--- src/rtl/data_bus_pkg.sv ---
// Shared sizing helpers for the data-bus arbiter and its ID FIFO.
package data_bus_pkg;

  function automatic int calc_be_w(input int data_w);
    return data_w / 8;
  endfunction

  function automatic int calc_id_w(input int num_masters);
    return (num_masters > 1) ? $clog2(num_masters) : 1;
  endfunction

  function automatic int calc_occ_w(input int depth);
    return $clog2(depth + 1);
  endfunction

endpackage

--- src/rtl/data_bus_id_fifo.sv ---
// In-order FIFO of master indices for granted-but-unanswered transactions.
module data_bus_id_fifo
  import data_bus_pkg::*;
#(
  parameter int DEPTH = 2,
  parameter int WIDTH = 1,
  localparam int CNT_W = calc_occ_w(DEPTH)
) (
  input  logic             clk,
  input  logic             rst,
  input  logic             push,
  input  logic             pop,
  input  logic [WIDTH-1:0] wdata,
  output logic [WIDTH-1:0] rdata,
  output logic             full,
  output logic             empty,
  output logic [CNT_W-1:0] count
);
  localparam int PTR_W = (DEPTH > 1) ? $clog2(DEPTH) : 1;

  logic [WIDTH-1:0] mem_q [DEPTH];
  logic [WIDTH-1:0] mem_d [DEPTH];
  logic [PTR_W-1:0] wr_ptr_q, wr_ptr_d, rd_ptr_q, rd_ptr_d;
  logic [CNT_W-1:0] count_q, count_d;
  logic             do_push, do_pop;

  function automatic logic [PTR_W-1:0] ptr_inc(input logic [PTR_W-1:0] p);
    return (p == PTR_W'(DEPTH - 1)) ? '0 : p + 1'b1;
  endfunction

  assign full    = (count_q == CNT_W'(DEPTH));
  assign empty   = (count_q == '0);
  assign do_push = push & ~full;
  assign do_pop  = pop & ~empty;
  assign rdata   = mem_q[rd_ptr_q];
  assign count   = count_q;

  always_comb begin
    mem_d    = mem_q;
    wr_ptr_d = wr_ptr_q;
    rd_ptr_d = rd_ptr_q;
    if (do_push) begin
      mem_d[wr_ptr_q] = wdata;
      wr_ptr_d        = ptr_inc(wr_ptr_q);
    end
    if (do_pop) rd_ptr_d = ptr_inc(rd_ptr_q);
    count_d = count_q + CNT_W'(do_push) - CNT_W'(do_pop);
  end

  always_ff @(posedge clk) begin
    if (rst) begin
      wr_ptr_q <= '0;
      rd_ptr_q <= '0;
      count_q  <= '0;
    end else begin
      wr_ptr_q <= wr_ptr_d;
      rd_ptr_q <= rd_ptr_d;
      count_q  <= count_d;
    end
  end

  // Storage holds only payload; validity is tracked by the pointers and count.
  always_ff @(posedge clk) begin
    mem_q <= mem_d;
  end

endmodule

--- src/rtl/data_bus_arbiter.sv ---
// N-master to 1-slave round-robin arbiter for the req/gnt/rvalid data bus.
module data_bus_arbiter
  import data_bus_pkg::*;
#(
  parameter int NUM_MASTERS     = 2,
  parameter int ADDR_W          = 32,
  parameter int DATA_W          = 32,
  parameter int MAX_OUTSTANDING = 2,
  localparam int BE_W  = calc_be_w(DATA_W),
  localparam int OCC_W = calc_occ_w(MAX_OUTSTANDING)
) (
  input  logic                          clk,
  input  logic                          rst,
  input  logic [NUM_MASTERS-1:0]        m_req,
  input  logic [NUM_MASTERS-1:0]        m_we,
  input  logic [NUM_MASTERS*BE_W-1:0]   m_be,
  input  logic [NUM_MASTERS*ADDR_W-1:0] m_addr,
  input  logic [NUM_MASTERS*DATA_W-1:0] m_wdata,
  output logic [NUM_MASTERS-1:0]        m_gnt,
  output logic [NUM_MASTERS-1:0]        m_rvalid,
  output logic [DATA_W-1:0]             m_rdata,
  output logic                          s_req,
  output logic                          s_we,
  output logic [BE_W-1:0]               s_be,
  output logic [ADDR_W-1:0]             s_addr,
  output logic [DATA_W-1:0]             s_wdata,
  input  logic                          s_gnt,
  input  logic                          s_rvalid,
  input  logic [DATA_W-1:0]             s_rdata,
  output logic [OCC_W-1:0]              outstanding,
  output logic                          resp_err
);
  localparam int ID_W = calc_id_w(NUM_MASTERS);

  logic [ID_W-1:0] sel, rr_q, rr_d, lock_idx_q, lock_idx_d, fifo_head;
  logic            sel_req, hs, lock_q, lock_d, fifo_full, fifo_empty;

  function automatic logic [NUM_MASTERS-1:0] idx_onehot(input logic [ID_W-1:0] idx);
    logic [NUM_MASTERS-1:0] v;
    v = '0;
    for (int i = 0; i < NUM_MASTERS; i++) begin
      if (ID_W'(i) == idx) v[i] = 1'b1;
    end
    return v;
  endfunction

  // Locked index wins; otherwise scan downward so the nearest requester at/after rr_q is kept.
  always_comb begin
    sel     = '0;
    sel_req = 1'b0;
    if (lock_q) begin
      sel     = lock_idx_q;
      sel_req = |(m_req & idx_onehot(lock_idx_q));
    end else begin
      for (int k = NUM_MASTERS - 1; k >= 0; k--) begin
        if (m_req[(int'(rr_q) + k) % NUM_MASTERS]) begin
          sel     = ID_W'((int'(rr_q) + k) % NUM_MASTERS);
          sel_req = 1'b1;
        end
      end
    end
  end

  always_comb begin
    s_we    = 1'b0;
    s_be    = '0;
    s_addr  = '0;
    s_wdata = '0;
    for (int i = 0; i < NUM_MASTERS; i++) begin
      if (sel_req && (ID_W'(i) == sel)) begin
        s_we    = m_we[i];
        s_be    = m_be[i*BE_W +: BE_W];
        s_addr  = m_addr[i*ADDR_W +: ADDR_W];
        s_wdata = m_wdata[i*DATA_W +: DATA_W];
      end
    end
  end

  // Gating on full (not on the pop) keeps s_rvalid out of the s_req cone.
  assign s_req    = sel_req & ~fifo_full & ~rst;
  assign hs       = s_req & s_gnt;
  assign m_gnt    = hs ? idx_onehot(sel) : '0;
  assign m_rvalid = (s_rvalid & ~fifo_empty & ~rst) ? idx_onehot(fifo_head) : '0;
  assign m_rdata  = s_rdata;
  assign resp_err = s_rvalid & fifo_empty & ~rst;

  always_comb begin
    lock_d     = lock_q;
    lock_idx_d = lock_idx_q;
    rr_d       = rr_q;
    if (hs) begin
      lock_d = 1'b0;
      rr_d   = (sel == ID_W'(NUM_MASTERS - 1)) ? '0 : sel + 1'b1;
    end else if (s_req) begin
      lock_d     = 1'b1;
      lock_idx_d = sel;
    end
  end

  always_ff @(posedge clk) begin
    if (rst) begin
      lock_q     <= 1'b0;
      lock_idx_q <= '0;
      rr_q       <= '0;
    end else begin
      lock_q     <= lock_d;
      lock_idx_q <= lock_idx_d;
      rr_q       <= rr_d;
    end
  end

  data_bus_id_fifo #(
    .DEPTH (MAX_OUTSTANDING),
    .WIDTH (ID_W)
  ) u_id_fifo (
    .clk   (clk),
    .rst   (rst),
    .push  (hs),
    .pop   (s_rvalid & ~rst),
    .wdata (sel),
    .rdata (fifo_head),
    .full  (fifo_full),
    .empty (fifo_empty),
    .count (outstanding)
  );

endmodule

--- config.mk ---
export PLATFORM = sky130hd
export DESIGN_NAME = data_bus_arbiter
export DESIGN_NICKNAME = d
export VERILOG_FILES = /design/src/rtl/data_bus_pkg.sv /design/src/rtl/data_bus_id_fifo.sv /design/src/rtl/data_bus_arbiter.sv
export SDC_FILE = /design/constraint.sdc
export NUM_CORES = 1
export LEC_CHECK = 0
export ABC_AREA = 1
export CORE_MARGIN = 8
export CORE_UTILIZATION = 21
export DETAILED_ROUTE_END_ITERATION = 12
export GPL_ROUTABILITY_DRIVEN = 0
export PLACE_DENSITY = 0.78
export SLEW_MARGIN = 0
export SYNTH_ARGS = -nofsm -noshare
export SYNTH_HDL_FRONTEND = slang
export SYNTH_SLANG_ARGS = --single-unit
export TNS_END_PERCENT = 20
--- constraint.sdc ---
create_clock -name clk -period 1.5 [get_ports clk]
set_clock_uncertainty 0.05 [all_clocks]
set_input_delay 0.15 -clock clk [delete_from_list [all_inputs] [get_ports clk]]
set_output_delay 0.15 -clock clk [all_outputs]
set_load 0.1 [all_outputs]
==> summary.md <==
| Metric | Value |
|---|---|
| Vias in the first global route | between 3000 and 4000 |
| Worst slack, placed | -0.329 ns |
| Yosys top cell area share | 0.386 |
| Relative slew slack | 0.792 |
| Hold Vio Cnt, Final | 0 |
| WP data required | 1.30 ns |
| Total Routing Usage GR | 0.194 |
| Reg2reg path depth | 12 |
| Area delta synth->final | 229% |
| Layout cells sized above 1 | 0.538 |
| Synth cell count leaders | nand3_1 (143), nand2_1 (85), buf_4 (42) |
| Final Util | 0.707 |
| P per Cell Area | 838 nW/um^2 |
| Total wire length | roughly 14000 um |
| Yosys cell types | 20 |
| RSZ-0062 raised after global routing | true |
| Fillcell total | 596 |
| YS warnings | 0 |
| Final #Nets | between 700 and 800 |
| TritonCTS Sinks | 9 |
| Largest cells by area after synthesis | nand3_1 (39%), nand2_1 (17%), buf_4 (17%) |
| DRT antenna net count | 0 |
| R2r startpoint | lock_idx_q$_SDFFE_PP0P_ |
| First-pass GRT wire length | 18500 um |
| Clk buf depth | 2 |
| Initial DRC Count | 110 |
| Fmax | 542 MHz |
| Detailed Routing Iterations Pass 1 | 4 |
| DRC | 0 |
| Vert. Die Dim | around 110 um |
| Io pins | 285 |
| Setup_tns | -21.22 ns |
| Cts bufs inserted | 3 |
| Register area share after synthesis | 0.108 |
| Initial Util | 0.215 |
| Max-cap violation count | 0 |
| Outcome | finished with violations |
| Largest net degree at the start of global routing | 37 |
| Tmin final | around 1.8 ns |
| Worst Path Arrival | ~1.6 ns |
| Wire per inst | about 21 um |
| Clock Tree Root | clkbuf_8 |
| Vias/cell | between 5 and 6 |
| Area of the die | 12100 sq um |
| CP Launch Point | lock_idx_q$_SDFFE_PP0P_ |
| Row Count | 34 |
| Placed cells | approximately 630 |
| EDFF count, synth | 2 |
| Core area | between 8000 and 9000 sq um |
| Clk slew on worst S/H paths | roughly 0.04 ns |
| Failing checks | setup timing |
| Crit share post-route | 1.23 |
| CP startpoint kind | flip-flop |
| Mapped Cells | between 300 and 400 |
| Crit path max fanout | 7 |
| H-tree levels | 1 |
| Die width | roughly 110 um |
| Antenna violations before repair | 0 |
| Final worst setup slack | -0.345 ns |
| Cts hold-fix bufs | 0 |
| Post-synth ARST share | 0 |
| Reg2reg end | u_id_fifo.count[1]$_SDFF_PP0_ |
| Actual slew at the worst max-slew pin | 0.311 ns |
| Max Slew Vio Count | 0 |
| Leakage | 2.60 nW |
| Endpoint class of the critical path | primary output |
| Maximum vdd ir drop | approximately 0.0007 V |
| Flops & latches, synth | 9 |
| Final setup violation count | 80 |
| DP HPWL | approximately 9100 um |
| Critical path endpoint | s_wdata[0] |
| R2R setup slack | -0.11 ns |
| Cell accounting for the most synthesized area | nand3_1 |
| Post-Syn Nets | 514 |
| Most common cell in the netlist | nand3_1 |
| Clock latency on the worst-skew pair | around 0.24 ns |
| Post-Syn Area | approximately 1900 sq um |
| Main synth FF type | dfxtp_1 |
| Layout Cells excl Fill | between 600 and 700 |
| Syn_area_per_cell | 5.50 sq um |
| Port bufs | 220 |
| Inserted Diodes | 0 |
| DR vias | approximately 3300 |
| Kind of critical path | reg2out |
| CTS tree | built |
| Hold WC Path Type | in2out |
| GR Overflow Total | 0 |
==> state kept, by name (all words and copies together) (netlist names) <==
| name | count |
|---|---|
| u_id_fifo.count | 2 |
| u_id_fifo.mem_q | 2 |
| lock_idx_q | 1 |
| lock_q | 1 |
| rr_q | 1 |
| u_id_fifo.rd_ptr_q | 1 |
| u_id_fifo.wr_ptr_q | 1 |
==> stage by stage <==
stage                     power [mW]  instance area [sq um]  hold WS [ns]
final                           5.12                   6100         0.250
after detailed placement        4.33                   5060         0.251
after global placement          4.29                   5060         0.251
after floorplan                 3.04                   2110         0.169
after global routing            5.26                   6100         0.250
after CTS                       4.91                   5640         0.251
==> how the worst min path moves through the flow <==
stage	from	to	slack, ns	depth (start not counted)
6_report	s_rdata[9]	m_rdata[9]	0.25	0
5_1_grt	s_rdata[3]	m_rdata[3]	0.25	0
3_3_place_gp	s_rdata[13]	m_rdata[13]	0.25	0
2_1_floorplan	rst	lock_idx_q$_SDFFE_PP0P_	0.17	1
3_5_place_dp	s_rdata[13]	m_rdata[13]	0.25	0
4_1_cts	s_rdata[13]	m_rdata[13]	0.25	0
==> placed cells by master, fill, tap and decap left out, drive strengths merged <==
cell type / netlist / final
nand4: 1 / 1
a21oi: 6 / 6
inv: 14 / 13
clkinvlp: 0 / 1
dfxtp: 7 / 7
clkdlybuf4s50: 0 / 141
xnor2: 1 / 1
nor2: 10 / 10
o21ai: 2 / 2
edfxtp: 2 / 2
ha: 1 / 1
or2: 2 / 2
buf: 61 / 120
clkbuf: 0 / 11
dlygate4sd2: 0 / 2
nand2: 87 / 87
nand3: 143 / 143
==> worst max-delay path, cell delays in order (launching register included) <==
cell and delay [ns]:
dfxtp_2 0.35, inv_2 0.04, nand2_2 0.07, nand2_2 0.07, nand2_4 0.08, buf_6 0.13, buf_8 0.14, clkbuf_16 0.17
nand3_2 0.09, nand2_2 0.08, buf_12 0.17
==> what timing repair did <==
| item | in CTS | in global routing |
|---|---|---|
| gates cloned | 8 | 8 |
| resized for setup | 56 | 66 |
| setup endpoints to repair | 81 | 82 |
| pin swaps | 20 | 37 |
| buffers inserted | 10 | 2 |
==> kinds of logic (layout without fill, tap and decap cells) <==
kind of cell / Yosys count / in the layout / synth area share
AOI/OAI and AO/OA: 8 / 8 / 0.0236
buffers and inverters: 75 / 288 / 0.255
xor gates and xnor gates: 1 / 1 / 0.00473
and+or+nand+nor: 243 / 243 / 0.602
DFF: 9 / 9 / 0.108
adders and majority gates: 1 / 1 / 0.00675
==> where the power goes <==
part / total (mW) / switching [mW] / internal, mW / leakage, nW
combinational: 4.54 / 2.75 / 1.80 / 2.50
sequential: 0.282 / 0.0125 / 0.270 / 0.0785
clock: 0.290 / 0.104 / 0.186 / 0.0228
==> metal layers <==
| metal | global-route usage | share of wire | vias up | wire length [um] |
|---|---|---|---|---|
| met5 | 0 | 0 | - | 0 |
| met4 | 0.0579 | 0.036 | 0 | 500 |
| met3 | 0.0574 | 0.084 | 48 | 1180 |
| met2 | 0.371 | 0.54 | 173 | 7620 |
| met1 | 0.197 | 0.34 | 1571 | 4710 |
| li1 | - | - | 1526 | - |
==> area by class of cell <==
class                           count  area, sq um  area share
Multi-Input combinational cell    253         1860       0.305
Inverter                           14         71.3      0.0117
Timing Repair Buffer              270         3780       0.619
Clock buffer                        4         45.0     0.00738
Tap cell                          108          135      0.0221
Sequential cell                     9          211      0.0346
Note: power is estimated with default switching activity, not from simulation.
